==> config.mk <==
export PLATFORM = sky130hd
export DESIGN_NAME = imem_loader_flat
export DESIGN_NICKNAME = d
export VERILOG_FILES = /design/src/rtl/imem_loader_if.sv /design/src/rtl/imem_loader.sv /design/src/flat_wrapper.sv
export SDC_FILE = /design/constraint.sdc
export NUM_CORES = 1
export LEC_CHECK = 0
export ABC_AREA = 1
export BUFFER_PORTS_ARGS = -buffer_cell sky130_fd_sc_hd__buf_2
export CORE_ASPECT_RATIO = 1.75
export CORE_MARGIN = 2
export CORE_UTILIZATION = 51
export CTS_CLUSTER_SIZE = 12
export DETAILED_ROUTE_END_ITERATION = 10
export HOLD_SLACK_MARGIN = 0.02
export PLACE_DENSITY = 0.8
export REMOVE_ABC_BUFFERS = 1
export SYNTH_ARGS = -nofsm -noshare
export SYNTH_HDL_FRONTEND = slang
export SYNTH_SLANG_ARGS = --single-unit
==> constraint.sdc <==
create_clock -name i_clk -period 1.4 [get_ports i_clk]
set_clock_uncertainty 0.1 [all_clocks]
set_input_delay 0.28 -clock i_clk [delete_from_list [all_inputs] [get_ports i_clk]]
set_output_delay 0.28 -clock i_clk [all_outputs]
set_load 0.01 [all_outputs]
==> src/rtl/imem_loader_if.sv <==
// imem_loader_if: groups the loader's byte-stream handshake, the instruction
// RAM write port and the status lines into a single bundle.
//
// Signals:
//   i_rx_data / i_rx_valid / o_rx_ready : byte stream from the UART receiver
//   o_mem_addr / o_mem_data / o_mem_we  : instruction RAM write port
//   o_cpu_halt                          : stalls PC and IF/ID while loading
//   o_load_done / o_load_err            : status reported to the debug unit
//
// Modports:
//   master : the loader (consumes bytes, drives RAM and status lines)
//   slave  : the surrounding system (UART side, RAM, CPU, debug unit)
interface imem_loader_if #(
  parameter int NB_BITS   = 32,
  parameter int RAM_DEPTH = 10
);
  logic [7:0]           i_rx_data;
  logic                 i_rx_valid;
  logic                 o_rx_ready;
  logic [RAM_DEPTH-1:0] o_mem_addr;
  logic [NB_BITS-1:0]   o_mem_data;
  logic                 o_mem_we;
  logic                 o_cpu_halt;
  logic                 o_load_done;
  logic                 o_load_err;

  modport master (
    input  i_rx_data, i_rx_valid,
    output o_rx_ready, o_mem_addr, o_mem_data, o_mem_we,
    output o_cpu_halt, o_load_done, o_load_err
  );

  modport slave (
    output i_rx_data, i_rx_valid,
    input  o_rx_ready, o_mem_addr, o_mem_data, o_mem_we,
    input  o_cpu_halt, o_load_done, o_load_err
  );
endinterface

==> src/rtl/imem_loader.sv <==
// imem_loader: debug-side writer for the instruction memory.
//
// Receives a framed program image byte by byte, assembles big-endian 32-bit
// words and writes them to sequential instruction RAM word addresses while
// holding the CPU halted.
//
// Frame: START_BYTE, count MSB, count LSB, count x 4 data bytes (MSB first),
//        then one XOR checksum byte when IMEM_LOADER_CHECKSUM_EN is defined.
//
// Configuration macro:
//   IMEM_LOADER_CHECKSUM_EN : when defined, a trailing checksum byte is
//                             expected and checked (CHK state exists).
//
// Ports:
//   i_clk : clock, rising edge
//   i_rst : synchronous active-high reset
//   bus   : imem_loader_if.master (byte stream in, RAM write port and
//           halt/done/error status out)
//
// All outputs come from registers or decode of the state register only.
module imem_loader #(
  parameter int         NB_BITS    = 32,
  parameter int         RAM_DEPTH  = 10,
  parameter logic [7:0] START_BYTE = 8'hA5
) (
  input  logic          i_clk,
  input  logic          i_rst,
  imem_loader_if.master bus
);

  typedef enum logic [2:0] {
    IDLE, CNT_HI, CNT_LO, DATA, WRITE,
`ifdef IMEM_LOADER_CHECKSUM_EN
    CHK,
`endif
    DONE, ERR
  } state_t;

  // Where to go once the last word has been written (or count was zero).
`ifdef IMEM_LOADER_CHECKSUM_EN
  localparam state_t AFTER_DATA = CHK;
`else
  localparam state_t AFTER_DATA = DONE;
`endif

  // A full RAM (2^RAM_DEPTH words) is a legal image; anything larger is not.
  localparam logic [16:0] COUNT_LIMIT = 17'd1 << RAM_DEPTH;

  state_t               state_reg, state_next;
  logic [7:0]           cnt_hi_reg, cnt_hi_next;
  logic [16:0]          words_left_reg, words_left_next;
  logic [RAM_DEPTH-1:0] addr_reg, addr_next;
  logic [NB_BITS-1:0]   word_reg, word_next;
  logic [1:0]           byte_cnt_reg, byte_cnt_next;
  logic                 err_reg, err_next;
`ifdef IMEM_LOADER_CHECKSUM_EN
  logic [7:0]           chk_reg, chk_next;
`endif

  logic        rx_ready;
  logic        accept;
  logic [16:0] count_full;

  assign rx_ready   = (state_reg != WRITE);
  assign accept     = bus.i_rx_valid && rx_ready;
  assign count_full = {1'b0, cnt_hi_reg, bus.i_rx_data};

  always_ff @(posedge i_clk) begin
    if (i_rst) begin
      state_reg      <= IDLE;
      cnt_hi_reg     <= '0;
      words_left_reg <= '0;
      addr_reg       <= '0;
      word_reg       <= '0;
      byte_cnt_reg   <= '0;
      err_reg        <= 1'b0;
`ifdef IMEM_LOADER_CHECKSUM_EN
      chk_reg        <= '0;
`endif
    end else begin
      state_reg      <= state_next;
      cnt_hi_reg     <= cnt_hi_next;
      words_left_reg <= words_left_next;
      addr_reg       <= addr_next;
      word_reg       <= word_next;
      byte_cnt_reg   <= byte_cnt_next;
      err_reg        <= err_next;
`ifdef IMEM_LOADER_CHECKSUM_EN
      chk_reg        <= chk_next;
`endif
    end
  end

  always_comb begin
    state_next      = state_reg;
    cnt_hi_next     = cnt_hi_reg;
    words_left_next = words_left_reg;
    addr_next       = addr_reg;
    word_next       = word_reg;
    byte_cnt_next   = byte_cnt_reg;
    err_next        = err_reg;
`ifdef IMEM_LOADER_CHECKSUM_EN
    chk_next        = chk_reg;
`endif

    case (state_reg)
      IDLE: begin
        // Non-start bytes are consumed and dropped while idle.
        if (accept && bus.i_rx_data == START_BYTE) begin
          state_next    = CNT_HI;
          err_next      = 1'b0;
          addr_next     = '0;
          byte_cnt_next = '0;
`ifdef IMEM_LOADER_CHECKSUM_EN
          chk_next      = '0;
`endif
        end
      end
      CNT_HI: begin
        if (accept) begin
          cnt_hi_next = bus.i_rx_data;
`ifdef IMEM_LOADER_CHECKSUM_EN
          chk_next    = chk_reg ^ bus.i_rx_data;
`endif
          state_next  = CNT_LO;
        end
      end
      CNT_LO: begin
        if (accept) begin
          words_left_next = count_full;
`ifdef IMEM_LOADER_CHECKSUM_EN
          chk_next        = chk_reg ^ bus.i_rx_data;
`endif
          if (count_full > COUNT_LIMIT)
            state_next = ERR;
          else if (count_full == '0)
            state_next = AFTER_DATA;
          else
            state_next = DATA;
        end
      end
      DATA: begin
        if (accept) begin
          // First byte of a word ends up in the most significant lane.
          word_next     = {word_reg[NB_BITS-9:0], bus.i_rx_data};
          byte_cnt_next = byte_cnt_reg + 2'd1;
`ifdef IMEM_LOADER_CHECKSUM_EN
          chk_next      = chk_reg ^ bus.i_rx_data;
`endif
          if (byte_cnt_reg == 2'd3)
            state_next = WRITE;
        end
      end
      WRITE: begin
        words_left_next = words_left_reg - 17'd1;
        if (words_left_reg == 17'd1) begin
          // Address is left on the last word so it never wraps inside a frame.
          state_next = AFTER_DATA;
        end else begin
          state_next = DATA;
          addr_next  = addr_reg + RAM_DEPTH'(1);
        end
      end
`ifdef IMEM_LOADER_CHECKSUM_EN
      CHK: begin
        if (accept)
          state_next = (bus.i_rx_data == chk_reg) ? DONE : ERR;
      end
`endif
      DONE:    state_next = IDLE;
      ERR:     state_next = IDLE;
      default: state_next = IDLE;
    endcase

    // Error flag is sticky until the next start byte.
    if (state_next == ERR)
      err_next = 1'b1;
  end

  assign bus.o_rx_ready  = rx_ready;
  assign bus.o_mem_we    = (state_reg == WRITE);
  assign bus.o_mem_addr  = addr_reg;
  assign bus.o_mem_data  = word_reg;
  assign bus.o_cpu_halt  = (state_reg != IDLE);
  assign bus.o_load_done = (state_reg == DONE);
  assign bus.o_load_err  = err_reg;

endmodule

==> src/flat_wrapper.sv <==
// flat-port wrapper written by rule: the top's interface ports become plain ports
module imem_loader_flat 
#(
  parameter int         NB_BITS    = 32,
  parameter int         RAM_DEPTH  = 10,
  parameter logic [7:0] START_BYTE = 8'hA5
)
  (i_clk, i_rst, bus_i_rx_data, bus_i_rx_valid, bus_o_rx_ready, bus_o_mem_addr, bus_o_mem_data, bus_o_mem_we, bus_o_cpu_halt, bus_o_load_done, bus_o_load_err);
  imem_loader_if #(.NB_BITS(NB_BITS), .RAM_DEPTH(RAM_DEPTH)) bus_i ();
  input  logic i_clk;
  input  logic i_rst;
  input wire logic [$bits(bus_i.i_rx_data)-1:0] bus_i_rx_data;
  input wire logic [$bits(bus_i.i_rx_valid)-1:0] bus_i_rx_valid;
  output wire logic [$bits(bus_i.o_rx_ready)-1:0] bus_o_rx_ready;
  output wire logic [$bits(bus_i.o_mem_addr)-1:0] bus_o_mem_addr;
  output wire logic [$bits(bus_i.o_mem_data)-1:0] bus_o_mem_data;
  output wire logic [$bits(bus_i.o_mem_we)-1:0] bus_o_mem_we;
  output wire logic [$bits(bus_i.o_cpu_halt)-1:0] bus_o_cpu_halt;
  output wire logic [$bits(bus_i.o_load_done)-1:0] bus_o_load_done;
  output wire logic [$bits(bus_i.o_load_err)-1:0] bus_o_load_err;
  assign bus_i.i_rx_data = bus_i_rx_data;
  assign bus_i.i_rx_valid = bus_i_rx_valid;
  assign bus_o_rx_ready = bus_i.o_rx_ready;
  assign bus_o_mem_addr = bus_i.o_mem_addr;
  assign bus_o_mem_data = bus_i.o_mem_data;
  assign bus_o_mem_we = bus_i.o_mem_we;
  assign bus_o_cpu_halt = bus_i.o_cpu_halt;
  assign bus_o_load_done = bus_i.o_load_done;
  assign bus_o_load_err = bus_i.o_load_err;
  imem_loader #(.NB_BITS(NB_BITS), .RAM_DEPTH(RAM_DEPTH), .START_BYTE(START_BYTE)) u_core (.i_clk(i_clk), .i_rst(i_rst), .bus(bus_i));
endmodule
# Word-level counts from Yosys, hierarchy flattened
# Cells that the tools add are included.
[classes]
n_addsub = 3
reduce_logical = 16
n_lt_le_gt_ge = 1
eq_ne = 14
n_mux = 20
[ops]
columns = ["operator", "count"]
rows = [
  ["$pmux 17 s2", 1],
  ["$mux 3", 8],
  ["$mux 10", 2],
  ["$pmux 10 s2", 1],
  ["$eq 17x1->1 const B", 1],
  ["$logic_not 17->1", 1],
  ["$mux 17", 1],
  ["$sub 17x1->17 const B", 1],
  ["$gt 16x11->1 const B", 1],
  ["$pmux 3 s5", 1],
  ["$add 10x1->10 const B", 1],
  ["$reduce_bool 2->1", 5],
  ["$eq 3x3->1 const B", 3],
  ["$eq 8x8->1 const B", 1],
  ["$reduce_and 2->1", 4],
  ["$eq 3x2->1 const B", 2],
  ["$ne 2x1->1 const B", 3],
  ["$reduce_and 3->1", 2],
  ["$mux 2", 2],
  ["$pmux 2 s2", 1],
  ["$eq 3x1->1 const B", 1],
  ["$logic_not 3->1", 1],
  ["$mux 1", 3],
  ["$ne 3x3->1 const B", 1],
  ["other kinds (5)", 6],
]
[totals]
wordCells = 61
regBits = 73
output_inout_bits = 47

# Longest topological paths before layout
# Gate-level depths: netlist of run 1.
[logic_depth]
word_depth = 8
depth_mapped = 11
ltp_nobuf = 11

# Worst setup path after synthesis of run 1
# OpenSTA, ideal clock, no wires.
[synth_path]
path_kind = "reg-to-reg"
start = "reg u_core.words_left_reg[4]"
end = "reg u_core.addr_reg[0], in the netlist u_core.bus.o_mem_addr[0]"
setup_time_ns = 0.128
arrival_time_ns = 1.242
setup_slack_ns = -0.070
stages_incl_launch_ff = 10
path_buffers = 1
cell_sequence = "dfxtp_1 -> nor2_1 -> nand2_1 -> nor2_1 -> nand2_1 -> nand2_1 -> nand2_2 -> buf_6 -> o21ai_0 -> nor2_1"
[synth_via]
elab_chain_cells = 3
[synth_rtl]
columns = ["item", "line", "rtl"]
rows = [
  ["start, declared", "imem_loader.sv:51", "logic [16:0] words_left_reg, words_left_next;"],
  ["start signal, assigned", "imem_loader.sv:83", "words_left_reg <= words_left_next;"],
  ["$eq 17x1->1", "imem_loader.sv:156", "if (words_left_reg == 17'd1) begin"],
  ["$ne 2x2->1 (no source line)", "--", ""],
  ["$reduce_and 3->1 (no source line)", "--", ""],
  ["end signal, assigned", "imem_loader.sv:84", "addr_reg <= addr_next;"],
  ["end, declared", "imem_loader.sv:52", "logic [RAM_DEPTH-1:0] addr_reg, addr_next;"],
]
# No other way between the ends.
# A chain may end at the register's enable or synchronous reset.

# Final worst setup path of run 1
[layout_path]
start = "reg u_core.words_left_reg[1]"
end = "reg u_core.words_left_reg[7]"
[layout_via]
elab_chain_cells = 2
[layout_rtl]
columns = ["item", "line", "rtl"]
rows = [
  ["$sub 17x1->17", "imem_loader.sv:155", "words_left_next = words_left_reg - 17'd1;"],
  ["$pmux 17 s2", "imem_loader.sv:106", "case (state_reg)"],
]
# No other way between the ends.

==> results.txt, run 1 <==
Status = finished with violations
Violated checks = DRC, setup timing
CP peak stage delay = 0.36 ns
Reg2reg setup slack = -0.53 ns
Num CTS Buffers = 9
Register bit total from synthesis = 73
# setup viols final = 79
CP Depth = 9
Clock root buffer = clkbuf_16
Pwr Density = 788 mW/mm2
CP Data Required Time = 1.51 ns
Fin. Hold Viols = 0
Die area = 0.00766 mm2
Clk Latency, worst-skew pair = 0.36 ns
Crit path launch type = flop
Leakage = 0.00259 uW
Worst slack, placed = -0.303 ns
CTS clk-pin slew, worst paths = 0.06 ns
WHS = 0.259 ns
CP max-delay cell = dfxtp_4
Min-delay worst type = input pin to flop
CP bufs+invs = 1
Critical Path Start = u_core.words_left_reg[1]
Post-synth top area share = 41.2%
Max-slew violation count = 0
Nets = 699
Area growth from synthesis to layout = 67.1%
Final GP Congestion = 0.862
Row cnt = 40
Via count = 5367
Final Power = 4670 uW
H-tree depth = 3
Sequential area share after synthesis = 41.2%
Worst setup margin = -0.529 ns
Total GRT Usage = 39.0%
CP arrival = 2.04 ns
Clock Tree Buf Depth = 2
Die Ht = 114 um
FF-to-FF End = u_core.words_left_reg[7]
RR Startpoint = u_core.words_left_reg[1]
Max-Cap Viols = 0
Largest net degree at the start of global routing = 57
Slew HR = 61.4%
Setup_tns = -16.93 ns
RSZ-0062 raised after global routing = yes
Mapped Cells = 530
Crit-path cells = buf_6 -> nor2_4 -> nand2_1 -> nor2_2 -> nand2_1 -> nor2_2 -> a21oi_1 -> o21ai_0 -> a21oi_1
Cell area after synthesis = 0.00354 mm2
R2R depth = 9
Fmax = 0.518 GHz
Chip Width = 67.0 um
Distinct cell type count after synthesis = 31
DRC violations left = 4
DR WL/cell = 27.0 um
YS warnings = 0
Slew @ Worst Pin = 0.577 ns
First-pass GRT wire length = 22300 um
Initial Util = 52.1%
CTS tree = yes
Post-DP HPWL = 7290 um
Post-Syn Area per Cell = 6.69 um2
CTS sink cnt = 73
Worst setup EP type = flop
# diodes = 0
Ratio of final minimum period to clock period = 138%
Final antenna-violating net count = 0
DRT iter0 DRCs = 1067
I/O Buffers = 57
WL final = 20800 um
Antenna violations before repair = 0
Pre-antenna DRT Iters = 11
Area contributors post-synth = dfxtp_1, nand2_1, a21oi_1, nand3_1, nor2_1
Setup Crit Path Kind = flop to flop
Vias per cell = 6.96
Worst IR Drop VDD = 1.05 mV
Max FFs per register = 32
Core area = 0.00681 mm2
CP Max Fanout = 2
CP delay by family, top = simple AND/OR/NAND/NOR gates
Layout cell share with drive strength beyond 1 = 48.0%
Cell taking the most area after synthesis = dfxtp_1
Vias in the first global route = 4656
Placed insts = 724
Layout Cells excl Fill = 771
Worst setup path endpoint = u_core.words_left_reg[7]
Gr ovfl total = 0
Min Clock Period, post-route = 1.93 ns
Ports = 58
## worst register-to-register path, stage by stage (launching register included)
cell     delay (ns)
dfxtp_4        0.36
buf_6          0.12
nor2_4         0.13
nand2_1        0.13
nor2_2         0.18
nand2_1        0.14
nor2_2         0.18
a21oi_1        0.13
o21ai_0        0.16
a21oi_1        0.17
## worst min-delay path by stage
stage | startpoint | endpoint | slack [ns] | cells after the start
CTS | bus_i_rx_data[3] | u_core.cnt_hi_reg[3] | 0.23 | 4
finish | bus_i_rx_data[4] | u_core.cnt_hi_reg[4] | 0.26 | 4
detailed placement | u_core.bus.o_load_err | u_core.bus.o_load_err | 0.34 | 2
floorplan | i_rst | u_core.bus.o_mem_addr[3] | 0.25 | 1
global placement | u_core.bus.o_load_err | u_core.bus.o_load_err | 0.34 | 2
global route | bus_i_rx_data[6] | u_core.bus.o_mem_data[6] | 0.26 | 4
## where the power goes
part | switching, uW | leakage (uW) | internal [uW] | total [uW]
Sequential | 0.712 | 0.000592 | 2070 | 2070
Clock | 1000 | 0.000144 | 1400 | 2410
Combinational | 132 | 0.00186 | 63.6 | 195
Total | 1140 | 0.00259 | 3530 | 4670
## per-stage QoR
stage | util (%) | instance area (um2)
floorplan | - | 3430
global placement | 65.1 | 4430
detailed placement | 65.1 | 4430
CTS | 77.2 | 5260
global route | 87.0 | 5920
finish | 87.0 | 5920
## area by class of cell
cell class                      count  area, um2
Multi-Input combinational cell    389       2430
Sequential cell                    73       1480
Timing Repair Buffer              166       1430
Fill cell                         283        886
Clock buffer                       10        239
Inverter                           45        191
Tap cell                           84        105
Clock inverter                      4       45.0
## synthesized netlist by cell type
master,count
nand2_1,140
dfxtp_1,73
nor2_1,69
a21oi_1,58
nand3_1,53
inv_1,42
o21ai_0,23
clkbuf_1,13
a31oi_1,11
buf_2,6
nand4_1,5
ha_1,4
nor3_1,4
buf_4,3
nor2_4,3
xor2_1,3
inv_2,2
nor2_2,2
nor4_1,2
o22ai_1,2
or2_2,2
a21oi_2,1
and2_1,1
buf_1,1
buf_6,1
inv_4,1
nand2_2,1
nand2_4,1
nand3_2,1
nand3b_1,1
xnor2_1,1
## layout by cell type (no fill, tap or decap), types with 6 or more instances in the layout
master / instances
buf_2: 54
nand2_2: 44
dfxtp_1: 67
clkbuf_16: 12
a21oi_1: 47
inv_1: 29
buf_6: 28
a31oi_1: 11
nand2_1: 82
nor2_4: 16
dfxtp_4: 6
buf_12: 6
nor2_2: 12
inv_2: 9
nor2_1: 46
o21ai_0: 10
nand2_4: 14
buf_4: 69
a21oi_2: 10
o21ai_1: 9
nand3_2: 6
nand3_1: 43
## per-layer routing
| metal | global-route usage (%) | vias up | share of wire [%] |
|---|---|---|---|
| met3 | 8.46 | 278 | 12 |
| met1 | 38.0 | 2387 | 30 |
| met5 | 0 | - | 0 |
| li1 | - | 2035 | - |
| met4 | 35.1 | 0 | 13 |
| met2 | 65.9 | 667 | 44 |
## kinds of logic (layout without fill, tap and decap cells)
family,after synthesis,after routing,synth area share (%)
fa+ha+maj,4,4,1.41
buf+inv,69,225,8.12
flops,73,73,41.2
simple gates,285,286,34.3
xor+xnor,4,4,0.989
compound gates,95,95,14.0
## what timing repair did
item,CTS,global route
buffers inserted,15,11
gates cloned,5,3
setup endpoints to repair,76,77
gates resized for setup,93,158
hold buffers,0,0
pin swaps,24,41
Power figures use the tool's default switching activity.
==> run 2: changes to the inputs <==
==> constraint.sdc (replaced) <==
create_clock -name i_clk -period 1.4 [get_ports i_clk]
set_clock_uncertainty 0.1 [all_clocks]
set_input_delay 0.21 -clock i_clk [delete_from_list [all_inputs] [get_ports i_clk]]
set_output_delay 0.21 -clock i_clk [all_outputs]
set_load 0.01 [all_outputs]
==> results.txt, run 2 <==
Post-synth top cells = nand2_1, dfxtp_1, nor2_1, a21oi_1, nand3_1
EDFF count, synth = 0 (unchanged)
Num CTS Buffers = 9 (unchanged)
Gr ovfl total = 56
Largest net degree at the start of global routing = 57
Total GRT Usage = 73.8%
Async S/R FF share, synth = 0% (unchanged)
Worst endpoint left by the global-route repair_timing run = u_core.bus.o_load_err$_SDFFE_PP0P_/D
I/O Buffers = 57 (unchanged)
Mapped Cells = 530 (unchanged)
Row cnt = 40 (unchanged)
YS warnings = 0 (unchanged)
Worst-path end type = register input
Cell area after synthesis = 0.00354 mm2 (unchanged)
Die Ht = 114 um (unchanged)
Top-count cell post-synth = nand2_1
Chip Width = 67.0 um (unchanged)
Final GP Congestion = 0.911 (+5.8%)
Area contributors post-synth = dfxtp_1, nand2_1, a21oi_1, nand3_1, nor2_1
Status = did not finish
Post-Syn Area per Cell = 6.69 um2 (unchanged)
CTS sink cnt = 73 (unchanged)
Hold_buf cts = 0 (unchanged)
Failing step = global routing (5_1_grt)
Sequential area share after synthesis = 41.2% (unchanged)
Clock Tree Buf Depth = 2 (unchanged)
Ports = 58 (unchanged)
Top_reg_cell synth = dfxtp_1
Distinct cell type count after synthesis = 31 (unchanged)
Post-synth top area share = 41.2% (unchanged)
Halt Reason = [ERROR GRT-0232] Routing congestion too high. Check the congestion heatmap in the GUI.
Clock root buffer = clkbuf_16
H-tree depth = 3 (unchanged)
Cell taking the most area after synthesis = dfxtp_1
Initial Util = 52.1% (unchanged)
Register bit total from synthesis = 73 (unchanged)
Post-DP HPWL = 7450 um (+2.2%)
run 2: cell counts after synthesis:
No cell type changed its count.
run 2: logic make-up after synthesis:
group	share of synthesized area (%)
XOR/XNOR	0.989
AND/OR/NAND/NOR	34.3
AO/OA/AOI/OAI	14.0
adder cells (fa/ha/maj)	1.41
buffers and inverters	8.12
flip-flops	41.2
run 2: metrics by stage:
step	std cells	TNS (ns)	area, um2	util, %	worst slack, ns
3_3_place_gp	725	-4.72	4470	65.6	-0.202
2_1_floorplan	506	-28.42	3430	-	-0.794
3_5_place_dp	725	-6.61	4470	65.6	-0.267
4_1_cts	765	-3.09	5440	80.0	-0.180
run 2: timing repair:
item	CTS
setup endpoints to repair	75
gates resized for setup	123
buffers inserted	24
hold endpoints to repair	0
cloned	4
pin swaps	57
run 2: per-layer routing:
layer  GRT overflow  track usage, %
met2             32            93.4
met4             24            79.3
met1              0            73.2
met5              0            8.82
met3              0            50.3
==> run 3: changes to the inputs <==
Settings changed: CORE_ASPECT_RATIO 1.75 to unset, CORE_UTILIZATION 51 to 40, CTS_CLUSTER_SIZE 12 to unset, HOLD_SLACK_MARGIN 0.02 to unset, PLACE_DENSITY 0.8 to unset, PLACE_DENSITY_LB_ADDON set to 0.15.
Clock period 1.4 ns to 1.8 ns, I/O delays scaled along.
==> results.txt, run 3 (same netlist as run 1, synthesis figures left out) <==
Status = completed
Seq. cell area = 0.00147 mm2
CTS clk-pin slew, worst paths = 0.09 ns
Final antenna-violating net count = 0
Crit path launch type = flop
Pre-antenna DRT Iters = 4
Final Power = 3020 uW
Leakage = 0.00184 uW
RSZ-0062 raised after global routing = no
Vias per cell = 5.10
Antenna violations before repair = 0
Slew @ Worst Pin = 0.405 ns
Vias in the first global route = 3448
Via count = 3580
DR WL/cell = 13.1 um
Largest net degree at the start of global routing = 33
Die Ht = 98.1 um (-14%)
Initial Util = 41.0% (-11 points)
R2R depth = 7
Post-DP HPWL = 6530 um (-12%)
Hold Path End = u_core.state_reg[2]
Gr ovfl total = 0
CP Max Fanout = 16
Setup Crit Path Kind = flop to primary output
Fmax = 0.583 GHz
FF-to-FF End = u_core.words_left_reg[16]
# setup viols final = 0
I/O Buffers = 57 (unchanged)
Chip Width = 98.1 um (+46%)
RR Startpoint = u_core.words_left_reg[1]
Max-Cap Viols = 0
Clock Tree Buf Depth = 2 (unchanged)
WHS = 0.0708 ns
Most frequent cells in the layout = nand2_1, dfxtp_1, nor2_1
Most common cell after layout, fill and taps aside = nand2_1
Nets = 604
Worst IR Drop VDD = 0.354 mV
WL final = 9170 um
Die area = 0.00963 mm2
Row cnt = 34 (-15%)
CTS sink cnt = 73 (unchanged)
Min-delay worst type = input pin to flop
Layout cell share with drive strength beyond 1 = 18.4%
Fin. Hold Viols = 0
Ports = 58 (unchanged)
Max-slew violation count = 0
CP Data Required Time = 1.43 ns
Multi-input logic area = 0.00181 mm2
Pwr Density = 719 mW/mm2
Clk Latency, worst-skew pair = 0.36 ns
Area growth from synthesis to layout = 18.6%
CTS tree = yes
Layout Cells excl Fill = 702
Placed insts = 685 (-5.5%)
Hold Startpoint = i_rst
Final GP Congestion = 0.880 (-3.4%)
Worst setup EP type = primary output
Ratio of final minimum period to clock period = 95.2%
DRC violations left = 0
H-tree depth = 3 (unchanged)
Min Clock Period, post-route = 1.71 ns
Total GRT Usage = 20.0%
Num CTS Buffers = 9 (unchanged)
Reg2reg setup slack = 0.18 ns
First-pass GRT wire length = 15800 um
Critical Path Start = u_core.state_reg[1]
CP arrival = 1.34 ns
FILL cells = 897
Slew HR = 73.0%
# diodes = 0
Hold_buf cts = 0 (unchanged)
DRT iter0 DRCs = 180
Worst Hold Depth = 2
Max FFs per register = 32
Clock root buffer = clkbuf_8
Core area = 0.00864 mm2
[run 3: through the flow]
step | TNS [ns] | utilization (%) | area, um2 | worst slack (ns)
after floorplan | -7.22 | - | 3430 | -0.394
after global placement | 0 | 45.9 | 3970 | 0.108
after detailed placement | 0 | 45.9 | 3970 | 0.0379
after CTS | 0 | 48.3 | 4170 | 0.00795
after global routing | 0 | 48.7 | 4200 | 0.00307
final | 0 | 48.7 | 4200 | 0.0862
[run 3: cell type report]
| class | count | area share [%] |
|---|---|---|
| clock buffer | 10 | 3.04 |
| inverter | 45 | 4.20 |
| multi-input combinational | 388 | 43.2 |
| tap | 108 | 3.22 |
| timing repair buffer | 72 | 9.94 |
| sequential | 73 | 34.9 |
| clock inverter | 6 | 1.58 |
[run 3: worst max-delay path, cell delays in order (launching register included)]
cell	delay (ns)
dfxtp_2	0.36
nor2_4	0.13
nand2_1	0.11
inv_4	0.09
buf_8	0.15
buf_2	0.15
[run 3: timing repair]
item | CTS | global route
endpoints found under the setup margin | 1 | 25
resized for setup | 2 | 12
buffers inserted | 1 | 0
pin swaps | 0 | 0
[run 3: worst max path at each step]
stage / end / cells after the start
global route: bus_o_mem_we / 5
detailed placement: u_core.bus.o_mem_addr[9] / 9
finish: bus_o_mem_we / 5
CTS: bus_o_mem_we / 5
global placement: u_core.bus.o_mem_addr[9] / 9
floorplan: u_core.byte_cnt_reg[1] / 7
[run 3: routing by layer]
layer  track usage, %  wire length (um)  vias up
met5                0                 0        -
met1             27.0              4460     1625
li1                 -                 -     1849
met3             3.94               497       13
met2             32.0              4070       93
met4             6.73               145        0
[run 3: power by group]
group          internal, uW  switching (uW)
sequential             1610           0.505
combinational          22.6            66.7
clock                   643             676
==> run 4: changes to the inputs <==
Settings changed: BUFFER_PORTS_ARGS -buffer_cell sky130_fd_sc_hd__buf_2 to -buffer_cell sky130_fd_sc_hd__buf_4, SETUP_SLACK_MARGIN set to 0.15.
==> results.txt, run 4 (same netlist as run 1, synthesis figures left out) <==
WL final = 9490 um (+3.5%)
DRC violations left = 0 (unchanged)
Antenna violations before repair = 0 (unchanged)
Row cnt = 34 (unchanged)
Via count = 3594 (+0.39%)
DR WL/cell = 13.4 um (+2.8%)
Fin. Hold Viols = 0 (unchanged)
Total GRT Usage = 19.6% (-0.34 points)
Hold_buf cts = 0 (unchanged)
Chip Width = 98.1 um (unchanged)
Largest net degree at the start of global routing = 33 (unchanged)
Num CTS Buffers = 9 (unchanged)
Max-slew violation count = 0 (unchanged)
CTS tree = yes
Post-DP HPWL = 6600 um (+1.2%)
Leakage = 0.00194 uW (+5.3%)
CTS sink cnt = 73 (unchanged)
CP arrival = 1.78 ns (+0.44 ns)
Initial Util = 41.0% (unchanged)
Reg2reg setup slack = 0.17 ns (about the same)
Max-Cap Viols = 0 (unchanged)
Worst Hold Depth = 3 (+1)
Layout cell share with drive strength beyond 1 = 23.0% (+4.7 points)
Pwr Density = 712 mW/mm2 (-0.93%)
H-tree depth = 3 (unchanged)
Final GP Congestion = 0.877 (-0.43%)
CP Max Fanout = 8 (-8)
Crit path launch type = flop
Nets = 610 (+0.99%)
FF-to-FF End = u_core.bus.o_mem_addr[7]
Clock root buffer = clkbuf_8
Setup Crit Path Kind = flop to flop
Worst setup EP type = flop
Slew @ Worst Pin = 0.373 ns (-0.0315 ns)
R2R depth = 8 (+1)
# setup viols final = 0 (unchanged)
Clk Latency, worst-skew pair = 0.35 ns (about the same)
Core area = 0.00864 mm2 (unchanged)
Max FFs per register = 32 (unchanged)
Vias in the first global route = 3325 (-3.6%)
WHS = 0.107 ns (+0.0359 ns)
Status = completed
CP Data Required Time = 1.95 ns (+0.52 ns)
CTS clk-pin slew, worst paths = 0.08 ns (about the same)
FILL cells = 860 (-4.1%)
Ports = 58 (unchanged)
Slew HR = 75.1% (+2.1 points)
DRT iter0 DRCs = 154 (-14%)
Clock Tree Buf Depth = 2 (unchanged)
Hold Startpoint = bus_i_rx_data[6]
Final antenna-violating net count = 0 (unchanged)
Area growth from synthesis to layout = 29.7%
Hold Path End = u_core.cnt_hi_reg[6]
I/O Buffers = 57 (unchanged)
First-pass GRT wire length = 15600 um (-1.0%)
Die area = 0.00963 mm2 (unchanged)
Pre-antenna DRT Iters = 4 (unchanged)
Die Ht = 98.1 um (unchanged)
# diodes = 0 (unchanged)
Fmax = 0.614 GHz (+5.2%)
Placed inst area = 0.00409 mm2 (+3.2%)
Fin area = 0.00460 mm2 (+9.4%)
Gr ovfl total = 0 (unchanged)
RR Startpoint = u_core.state_reg[1]
Most common cell after layout, fill and taps aside = nand2_1
Most frequent cells in the layout = nand2_1, buf_4, dfxtp_1
Vias per cell = 5.08 (-0.32%)
Min Clock Period, post-route = 1.63 ns (-0.0854 ns)
Ratio of final minimum period to clock period = 90.5% (-4.7 points)
RSZ-0062 raised after global routing = yes
Min-delay worst type = input pin to flop
Worst IR Drop VDD = 0.490 mV (+38%)
[run 4: layer usage]
layer	vias to the layer above	wire length, um	global-route usage, %	share of wire [%]
met4	0	171	5.88	1.8
li1	1863	-	-	-
met5	-	0	0	0
met1	1632	4510	26.7	48
met3	16	509	4.15	5.4
met2	83	4300	31.4	45
[run 4: metrics by stage]
step           TNS (ns)  worst slack (ns)  instances  utilization [%]  power (uW)
6_report              0             0.172        707             53.2        3270
5_1_grt               0            0.0854        707             53.2        3380
4_1_cts               0             0.123        699             50.5        3310
3_5_place_dp          0            0.0494        683             47.4        1750
3_3_place_gp          0             0.109        683             47.4        1750
2_1_floorplan     -7.22            -0.394        506                -        1670
[run 4: cell type report]
cell class                 instances  area, um2  area share [%]
sequential                        73       1480            32.1
timing repair buffer              77        623            13.6
multi-input combinational        389       1940            42.1
inverter                          45        189            4.11
clock buffer                       9        124            2.69
tap                              108        135            2.94
clock inverter                     6        115            2.50
[run 4: how the worst max path moves through the flow]
stage | slack, ns | end | depth (start not counted) | startpoint
after global routing | 0.09 | u_core.words_left_reg[15] | 10 | u_core.state_reg[2]
after detailed placement | 0.05 | u_core.bus.o_mem_addr[8] | 9 | u_core.words_left_reg[9]
after global placement | 0.11 | u_core.bus.o_mem_addr[8] | 9 | u_core.words_left_reg[9]
after floorplan | -0.39 | u_core.byte_cnt_reg[1] | 7 | u_core.state_reg[1]
final | 0.17 | u_core.bus.o_mem_addr[7] | 8 | u_core.state_reg[1]
after CTS | 0.12 | bus_o_mem_we | 5 | u_core.state_reg[1]
[run 4: timing repair]
item                                    in CTS  in global routing
pin swaps                                    0                  9
gates cloned                                 0                  1
endpoints found under the setup margin      38                 49
setup buffers                                1                  7
resized for setup                           10                 47
[run 4: report_power, final]
part	internal (uW)	switching (uW)	leakage, uW
Sequential	1610	0.457	0.000591
Combinational	29.8	68.9	0.00123
Clock	920	646	0.000116
Total	2560	716	0.00194
[run 4: worst max-delay path, cell delays in order (launching register included)]
cell     delay [ns]
dfxtp_4        0.39
nor2_4         0.04
buf_4          0.13
a21oi_2        0.24
nand3_4        0.21
nand2_8        0.15
nand3_1        0.11
nor2_1         0.11
nor2_1         0.05
